$ cat src/rtl/dot_matrix_scanner.sv
// Column-multiplexed dot-matrix driver: scans one column every SCAN_DIV clocks,
// double-buffers patterns so swaps only happen at frame boundaries, and can blink.
module dot_matrix_scanner #(
  parameter int N_COLS       = 5,
  parameter int N_ROWS       = 3,
  parameter int SCAN_DIV     = 4,
  parameter int BLINK_FRAMES = 8
) (
  input  logic                       clk,
  input  logic                       rst_n,
  input  logic                       load_valid,
  output logic                       load_ready,
  input  logic [N_COLS*N_ROWS-1:0]   load_data,
  input  logic                       blink_en,
  output logic [N_COLS-1:0]          col_sel,
  output logic [N_ROWS-1:0]          row_data,
  output logic                       frame_start
);

  localparam int DIV_W = (SCAN_DIV > 1) ? $clog2(SCAN_DIV) : 1;
  localparam int COL_W = (N_COLS > 1) ? $clog2(N_COLS) : 1;
  localparam int FRM_W = (BLINK_FRAMES > 1) ? $clog2(BLINK_FRAMES) : 1;
  localparam int PAT_W = N_COLS * N_ROWS;

  localparam logic [DIV_W-1:0] DIV_LAST = DIV_W'(SCAN_DIV - 1);
  localparam logic [COL_W-1:0] COL_LAST = COL_W'(N_COLS - 1);
  localparam logic [FRM_W-1:0] FRM_LAST = FRM_W'(BLINK_FRAMES - 1);

  logic [DIV_W-1:0] div_cnt_q, div_cnt_d;
  logic [COL_W-1:0] col_idx_q, col_idx_d;
  logic [PAT_W-1:0] active_q, active_d;
  logic [PAT_W-1:0] shadow_q, shadow_d;
  logic             pending_q, pending_d;
  logic [FRM_W-1:0] frame_cnt_q, frame_cnt_d;
  logic             blank_q, blank_d;
  logic             frame_start_q, frame_start_d;
  logic             div_wrap;
  logic             boundary;

  always_comb begin
    div_wrap      = (div_cnt_q == DIV_LAST);
    boundary      = div_wrap && (col_idx_q == COL_LAST);
    div_cnt_d     = div_wrap ? '0 : div_cnt_q + 1'b1;
    col_idx_d     = col_idx_q;
    active_d      = active_q;
    shadow_d      = shadow_q;
    pending_d     = pending_q;
    frame_cnt_d   = frame_cnt_q;
    blank_d       = blank_q;
    frame_start_d = boundary;

    if (div_wrap) begin
      col_idx_d = (col_idx_q == COL_LAST) ? '0 : col_idx_q + 1'b1;
    end

    // Acceptance needs pending=0 and the swap needs pending=1, so they never coincide.
    if (boundary && pending_q) begin
      active_d  = shadow_q;
      pending_d = 1'b0;
    end else if (load_valid && !pending_q) begin
      shadow_d  = load_data;
      pending_d = 1'b1;
    end

    if (!blink_en) begin
      frame_cnt_d = '0;
      blank_d     = 1'b0;
    end else if (boundary) begin
      if (frame_cnt_q == FRM_LAST) begin
        frame_cnt_d = '0;
        blank_d     = !blank_q;
      end else begin
        frame_cnt_d = frame_cnt_q + 1'b1;
      end
    end
  end

  always_ff @(posedge clk or negedge rst_n) begin
    if (!rst_n) begin
      div_cnt_q     <= '0;
      col_idx_q     <= '0;
      active_q      <= '0;
      shadow_q      <= '0;
      pending_q     <= 1'b0;
      frame_cnt_q   <= '0;
      blank_q       <= 1'b0;
      frame_start_q <= 1'b0;
    end else begin
      div_cnt_q     <= div_cnt_d;
      col_idx_q     <= col_idx_d;
      active_q      <= active_d;
      shadow_q      <= shadow_d;
      pending_q     <= pending_d;
      frame_cnt_q   <= frame_cnt_d;
      blank_q       <= blank_d;
      frame_start_q <= frame_start_d;
    end
  end

  always_comb begin
    col_sel  = '0;
    row_data = '0;
    for (int unsigned c = 0; c < N_COLS; c++) begin
      if (COL_W'(c) == col_idx_q) begin
        col_sel[c] = 1'b1;
        if (!blank_q) begin
          row_data = active_q[c*N_ROWS +: N_ROWS];
        end
      end
    end
  end

  assign load_ready  = !pending_q;
  assign frame_start = frame_start_q;

endmodule

$ cat config.mk
export PLATFORM = sky130hd
export DESIGN_NAME = dot_matrix_scanner
export DESIGN_NICKNAME = d
export VERILOG_FILES = /design/src/rtl/dot_matrix_scanner.sv
export SDC_FILE = /design/constraint.sdc
export NUM_CORES = 1
export LEC_CHECK = 0
export CAP_MARGIN = 0
export CORE_MARGIN = 3
export CORE_UTILIZATION = 53
export CTS_CLUSTER_DIAMETER = 150
export DETAILED_ROUTE_END_ITERATION = 7
export PLACE_DENSITY = 0.77
export SYNTH_ARGS = -nofsm -noshare
export SYNTH_HDL_FRONTEND = slang
export SYNTH_SLANG_ARGS = --single-unit
$ cat constraint.sdc
create_clock -name clk -period 2.2 [get_ports clk]
set_input_delay 0.44 -clock clk [delete_from_list [all_inputs] [get_ports clk]]
set_output_delay 0.44 -clock clk [all_outputs]
set_load 0.05 [all_outputs]
# Word-level counts from Yosys, hierarchy flattened
# Cells that the tools add are included.
# totals
reg_bits	41
elab_cells	55
out_inout_bits	10
input_bits	19
# classes
reduce_logical	9
bitwise_logic	1
mux	25
addsub	3
eq_ne	9
# ops
op	n
2-to-1 mux 3 bit	14
2-to-1 mux 1 bit	10
adder 3 x 1 -> 3 bit, second input constant	2
== test 2 x 3 -> 1 bit, first input constant	2
== test 3 bit, second input constant	2
!= test 2 x 1 -> 1 bit, second input constant	2
AND reduction 2 bit	2
== test 1 x 3 -> 1 bit, first input constant	1
== test 3 bit, first input constant	1
logical AND 1 bit	3
zero test 3 bit	1
adder 2 x 1 -> 2 bit, second input constant	1
== test 2 bit, second input constant	1
zero test 1 bit	2
2-to-1 mux 2 bit	1
nonzero test 2 bit	1
NOT 1 bit	1

# Depth between registers and ports, before layout
# Gate-level depths: netlist (run 1).
# depth
ltp_word	10
depth_mapped	8
mapped_depth_nobuf	6

# Worst setup path after synthesis (run 1)
# No wires, ideal clock.
# synth_path
path_type	flip-flop to output port
from	register col_idx_q[0]
to	output port row_data[0]
arrival_ns	1.963
required_ns	1.760
path_stages_with_launch	6
slack_ns	-0.203
n_path_buf	0
cell_sequence	dfrtp_1 ha_1 ha_1 or4_4 a21oi_1 o32a_2
# synth_between
elab_chain_cells	10
word_cells_on_any_way	14
cone_classes	eq/ne (4); mux (9); reduce/logical (1)
# synth_lines
item	line	rtl
start: declaration	30	logic [COL_W-1:0] col_idx_q, col_idx_d;
start signal: assignment	90	col_idx_q <= col_idx_d;
zero test 3 bit	104	if (COL_W'(c) == col_idx_q) begin
2-to-1 mux 3 bit	104	
2-to-1 mux 3 bit	106	if (!blank_q) begin
2-to-1 mux 3 bit	104	
2-to-1 mux 3 bit	106	
2-to-1 mux 3 bit	104	
2-to-1 mux 3 bit	106	
2-to-1 mux 3 bit	104	
2-to-1 mux 3 bit	106	
2-to-1 mux 3 bit (*)	104	
end: declaration	16	output logic [N_ROWS-1:0] row_data,
# Mark *: on every way between the ends. The rest lies on a longest branch, timed or not.

# Final worst setup path (run 1)
# layout_path
from	register col_idx_q[1]
to	output port row_data[2]
# Same word-level chain as after synthesis.

==> flow_metrics.tcl, run 1 <==
set metrics [dict create \
    path_buf_inv 2 \
    topRoutingLayerUsed "met4" \
    fillers 226 \
    maxCapViolations 0 \
    post_cts_buffers 0 \
    post_drt_wl_per_cell_um 15.4 \
    ys_ff_latch 41 \
    cts_root_buffer "clkbuf_4" \
    critPathLaunch "col_idx_q[1]" \
    cts_tree "done" \
    fp.dieH_um 65.4 \
    yosysMostFrequentCell "dfrtp_1" \
    drc 0 \
    ys_warn_count 0 \
    r2r_cells 7 \
    slew_viol_final 0 \
    clk_latency_ns 0.33 \
    routed-wl-met3_um 173 \
    violations "negative setup slack" \
    slew_headroom_pct 66.4 \
    final_hold_viol_count 0 \
    tns_ns -0.819 \
    p_leak_nw 1.07 \
    drt_wl_total_um 3410 \
    initial_core_util_pct 58.4 \
    required_ns 1.76 \
    cts-buffers-inserted 5 \
    die_x_um 65.4 \
    h-tree-depth 2 \
    track_usage_pct 17.7 \
    path_max_fanout 3 \
    drive_above_1_share_pct 41.8 \
    cp-end-kind "output port" \
    core_area_sq_um 3200 \
    cts.sinks 41 \
    multi_input_area_sq_um 875 \
    dp_slack_ns 0.00257 \
    finalClockSkew_ns 0.00735 \
    r2r-start "col_idx_q[1]" \
    dr_wl_met2_um 1750 \
    viasPerCell 5.41 \
    dp_hpwl_um 2500 \
    synth.top_cell.area_share_pct 54.8 \
    instances_no_fill 221 \
    reg2reg_slack_ns 0.35 \
    worstPathArrival_ns 2.04 \
    clk_path_buf_depth 2 \
    hold_class "in -> async" \
    synth_common_cells "dfrtp_1, mux2_2, ha_1" \
    seq_area_frac_synth_pct 54.8 \
    cpMaxStageDelayCell "or4_4" \
    synth_flop_cell "dfrtp_1" \
    final_antenna_net_count 0 \
    grt_pass1_vias 1260 \
    gr-total-overflow 0 \
    r2r_end "active_q[4]" \
    io_pins 29 \
    fin_hold_ws_ns 0.0522 \
    area_delta_synth_final_pct 30.6 \
    synth_area_leaders "dfrtp_1, mux2_2, ha_1" \
    wirelength_met1_um 1410 \
    dp.cells 213 \
    power_density_nw_per_um2 626 \
    fmax_ghz 0.403 \
    final.period_utilization_pct 113 \
    ys_async_sr_fraction_pct 100 \
    place_congestion 0.808 \
    grt_max_degree 42 \
    drt-initial-drc-count 34 \
    finalCriticalPeriod_ns 2.48 \
    synth.largest_area_cell "dfrtp_1" \
    synth_edf_count 0 \
    rsz0062_at_grt "yes" \
    cp.depth 6 \
    outcome "complete, but fails checks" \
    max_stage_delay_ns 0.53 \
    worstSetupPathType "reg -> out" \
    grt_first_pass_wirelength_um 5760 \
    dieArea_sq_um 4280 \
    cp_top_family "simple AND/OR/NAND/NOR gates" \
    vdd_ir_drop_max_mv 0.486 \
    crit_path_end "row_data[2]" \
    critPathLaunchType "flip-flop" \
    dr.pass1.iters 4 \
    path_clk_slew_ns 0.11 \
    syn_area_sq_um 1870 \
    regArea_sq_um 1030 \
    antennaDiodeCount 0 \
    antenna_found_initial 0 \
    final-setup-viol-count 3 \
    io_buffers 28 \
    final_nets 203 \
    cts.hold.buffers_added 0 \
    ys_types 30 \
    worst_pin_slew_ns 0.503 \
    setup_slack_ns -0.282 \
    num_rows 20 \
    crit_chain "buf_4 -> ha_4 -> or4_4 -> a21oi_4 -> o32a_4 -> buf_12" \
    syn-num-nets 167 \
    avgSynthCellArea_sq_um 13.4 \
    vias 1196 \
    synthCells 140 \
]
what timing repair did:
item,in CTS,in global routing
endpoints found under the setup margin,4,3
resized for setup,6,6
gates cloned,0,0
pin swaps,0,2
power by group:
group          switching [W]  internal, W  total [W]
Combinational      0.0000845     0.000149   0.000233
Sequential         0.0000481     0.000839   0.000887
Clock               0.000223     0.000185   0.000409
cell families after synthesis:
logic type                 share of synthesized area, %
AOI/OAI and AO/OA                                  5.08
DFF                                                54.8
and+or+nand+nor                                    11.4
buffers and inverters                              3.75
xor gates and xnor gates                          0.468
muxes                                              19.1
adders and majority gates                          5.35
worst min path at each step:
stage | startpoint | to | cells past startpoint
after floorplan | rst_n | active_q[0] | 0
after global placement | div_cnt_q[0] | div_cnt_q[0] | 1
after detailed placement | rst_n | frame_start | 2
after CTS | rst_n | frame_start | 2
after global routing | rst_n | frame_start | 2
final | rst_n | frame_start | 2
worst register-to-register path, stage by stage (launching register included):
cell,delay (ns)
dfrtp_1,0.41
buf_4,0.16
inv_1,0.09
ha_2,0.29
nand2_4,0.11
inv_2,0.12
nand3_4,0.22
mux2_2,0.36
layout by cell type (no fill, tap or decap), types with 3 or more instances in the layout:
master,n
and2b_2,3
nor2b_1,3
buf_4,8
and2_1,4
inv_1,4
ha_2,3
clkdlybuf4s50_1,19
nand3_1,3
buf_12,7
o32a_4,3
a21oi_1,3
clkbuf_4,5
dfrtp_1,41
nand2_1,7
mux2_2,30
nand3b_1,4
ha_1,3
registers in the layout (all words and copies together) (netlist names):
| name | flops |
|---|---|
| blank_q | 1 |
| col_idx_q | 3 |
| active_q | 15 |
| shadow_q | 15 |
| pending_q | 1 |
| div_cnt_q | 2 |
| frame_cnt_q | 3 |
| frame_start | 1 |
final cells by class:
type / instances / share of cell area [%]
sequential: 41 / 42.0
multi-input combinational: 87 / 35.8
timing repair buffer: 35 / 16.2
clock buffer: 7 / 2.66
tap: 44 / 2.25
inverter: 6 / 0.922
clock inverter: 1 / 0.205
routing by layer:
layer / GRT usage (%) / vias to the layer above
li1: - / 565
met1: 21.6 / 589
met2: 29.8 / 35
met3: 4.96 / 7
met4: 6.22 / 0
met5: 0 / -
stage by stage:
step / utilization (%) / total power, W / cell area [sq um]
6_report: 76.3 / 0.00153 / 2440
5_1_grt: 76.3 / 0.00160 / 2440
4_1_cts: 75.3 / 0.00155 / 2410
3_5_place_dp: 72.4 / 0.00114 / 2320
3_3_place_gp: 72.4 / 0.00113 / 2320
2_1_floorplan: - / 0.00102 / 1920
(Power assumes the default switching activity.)
==> inputs of run 2 (changes only) <==
- CORE_MARGIN: 3 -> not set
- CORE_UTILIZATION: 53 -> 57
- PLACE_DENSITY: 0.77 -> 0.82
- clock period: 2.2 -> 2.95 ns (I/O delays scaled with it)
==> run 2 against run 1 <==
The run now ends clean. Via count fell by 4.3%. Cell count fell by 2.7%. Worst setup slack improved by 0.41 ns. Register-to-register slack better by 0.80 ns. First-iteration DRC count is 26% higher. Critical path type unchanged. Largest cell class unchanged.
==> flow_metrics.tcl, run 2 (synthesis gave the netlist of run 1 again) <==
set metrics [dict create \
    required_ns 2.36 \
    worstPathArrival_ns 2.24 \
    final_nets 197 \
    worstSetupPathType "reg -> out" \
    dieArea_sq_um 3510 \
    grt-busiest-layer "met2" \
    fmax_ghz 0.354 \
    drive_above_1_share_pct 31.0 \
    clk_path_buf_depth 2 \
    cts-buffers-inserted 5 \
    power_density_nw_per_um2 481 \
    grt_first_pass_wirelength_um 5360 \
    fp.dieH_um 59.3 \
    io_pins 29 \
    path_max_fanout 6 \
    worst_pin_slew_ns 0.870 \
    dp_hpwl_um 2320 \
    place_congestion 0.820 \
    critPathLaunchType "flip-flop" \
    vdd_ir_drop_max_mv 0.370 \
    final-setup-viol-count 0 \
    core_area_sq_um 3080 \
    tns_ns 0 \
    final_core_util_pct 73.2 \
    drt_wl_total_um 3140 \
    clk_latency_ns 0.34 \
    die_x_um 59.3 \
    finalCriticalPeriod_ns 2.83 \
    io_buffers 28 \
    outcome "completed" \
    hold_class "in -> async" \
    path_clk_slew_ns 0.10 \
    reg_top3 "active_q: 15 flops, shadow_q: 15 flops" \
    fillers 231 \
    drt-initial-drc-count 43 \
    area_delta_synth_final_pct 20.5 \
    cts.sinks 41 \
    drc 0 \
    grt_util_met3_pct 7.42 \
    initial_core_util_pct 60.8 \
    power_w 0.00108 \
    cts_tree "done" \
    grtUsageMet2_pct 33.7 \
    num_rows 20 \
    final.period_utilization_pct 95.8 \
    dr.pass1.iters 4 \
    vias 1145 \
    viasPerCell 5.33 \
    maxCapViolations 0 \
    antennaDiodeCount 0 \
    grt_pass1_vias 1200 \
    h-tree-depth 2 \
    slew_headroom_pct 42.0 \
    final_cell_mix "dfrtp_1, mux2_2, clkdlybuf4s50_1, ha_1, nand2_1" \
    gr-total-overflow 0 \
    use_met1_pct 27.1 \
    final_hold_viol_count 0 \
    regArea_sq_um 1030 \
    grt_max_degree 42 \
    cts_root_buffer "clkbuf_4" \
    cts.hold.buffers_added 0 \
    antenna_found_initial 0 \
    post_drt_wl_per_cell_um 14.6 \
    p_leak_nw 1.00 \
    slew_viol_final 0 \
    final_common_cell "dfrtp_1" \
    track_usage_pct 21.5 \
    multi_input_area_sq_um 781 \
    cp-end-kind "output port" \
    rsz0062_at_grt "no" \
    final_antenna_net_count 0 \
    finalClockSkew_ns 0.00679 \
]
## run 2: cell count changes in the layout (fill, tap and decap cells not counted), moves of 2 or more
cell             change
a21oi_1              +3
a21oi_2              -2
buf_12               -4
buf_4                -7
clkbuf_1             +2
clkbuf_8             -2
clkdlybuf4s50_1      +4
ha_1                 +5
ha_2                 -3
ha_4                 -2
o32a_2               +3
o32a_4               -3
## run 2: report_power, final
| part | switching [W] | internal (W) |
|---|---|---|
| logic | 0.0000612 | 0.000100 |
| clock network | 0.000170 | 0.0000941 |
| registers | 0.0000322 | 0.000625 |
| total | 0.000263 | 0.000820 |
## run 2: final timing paths
path                                    from      endpoint  slack [ns]  depth (start not counted)
worst max-delay path            col_idx_q[0]   row_data[0]        0.12                          6
worst min-delay path                   rst_n  div_cnt_q[1]        0.36                          1
worst max register to register  col_idx_q[0]  active_q[11]        1.15                          6
worst min register to register  div_cnt_q[0]  div_cnt_q[0]        0.44                          1
max in group asynchronous              rst_n  col_idx_q[2]        2.00                          1
min in group clk                div_cnt_q[0]  div_cnt_q[0]        0.44                          1
## run 2: final cells by class
cell class              count  area share [%]
multi-input cells          87            34.6
inverters                   6           0.999
flip-flops and latches     41            45.6
clock inverters             1           0.333
repair buffers             29            14.0
clock buffers               7            2.00
well taps                  44            2.44
## run 2: timing repair
action	4_1_cts	5_1_grt
setup endpoints to repair	0	4
resized for setup	0	3
setup buffers	0	0
## run 2: through the flow
step                cells  cell area, sq um  setup slack [ns]  hold WS [ns]
global route          215              2250            0.0143         0.402
CTS                   215              2240            0.0630         0.373
finish                215              2250             0.124         0.356
detailed placement    207              2190             0.455         0.425
global placement      207              2190             0.489         0.414
floorplan             140              1870             0.397         0.294
## run 2: routing by layer
metal	vias to the layer above	part of all wire, %
met5	-	0
met4	0	1.9
met3	4	5.5
met2	25	50
met1	575	43
li1	541	-
## run 2: critical path, stage by stage, from the launching register on
cell and delay [ns]:
dfrtp_1 0.41, ha_1 0.22, ha_1 0.26, or4_4 0.53, a21oi_1 0.15, o32a_2 0.19
buf_12 0.14
==> inputs of run 3 (changes only) <==
- CAP_MARGIN: 0 -> 5
==> results of run 3 <==
Final layout, timing and power as in run 2 (identical DEF).
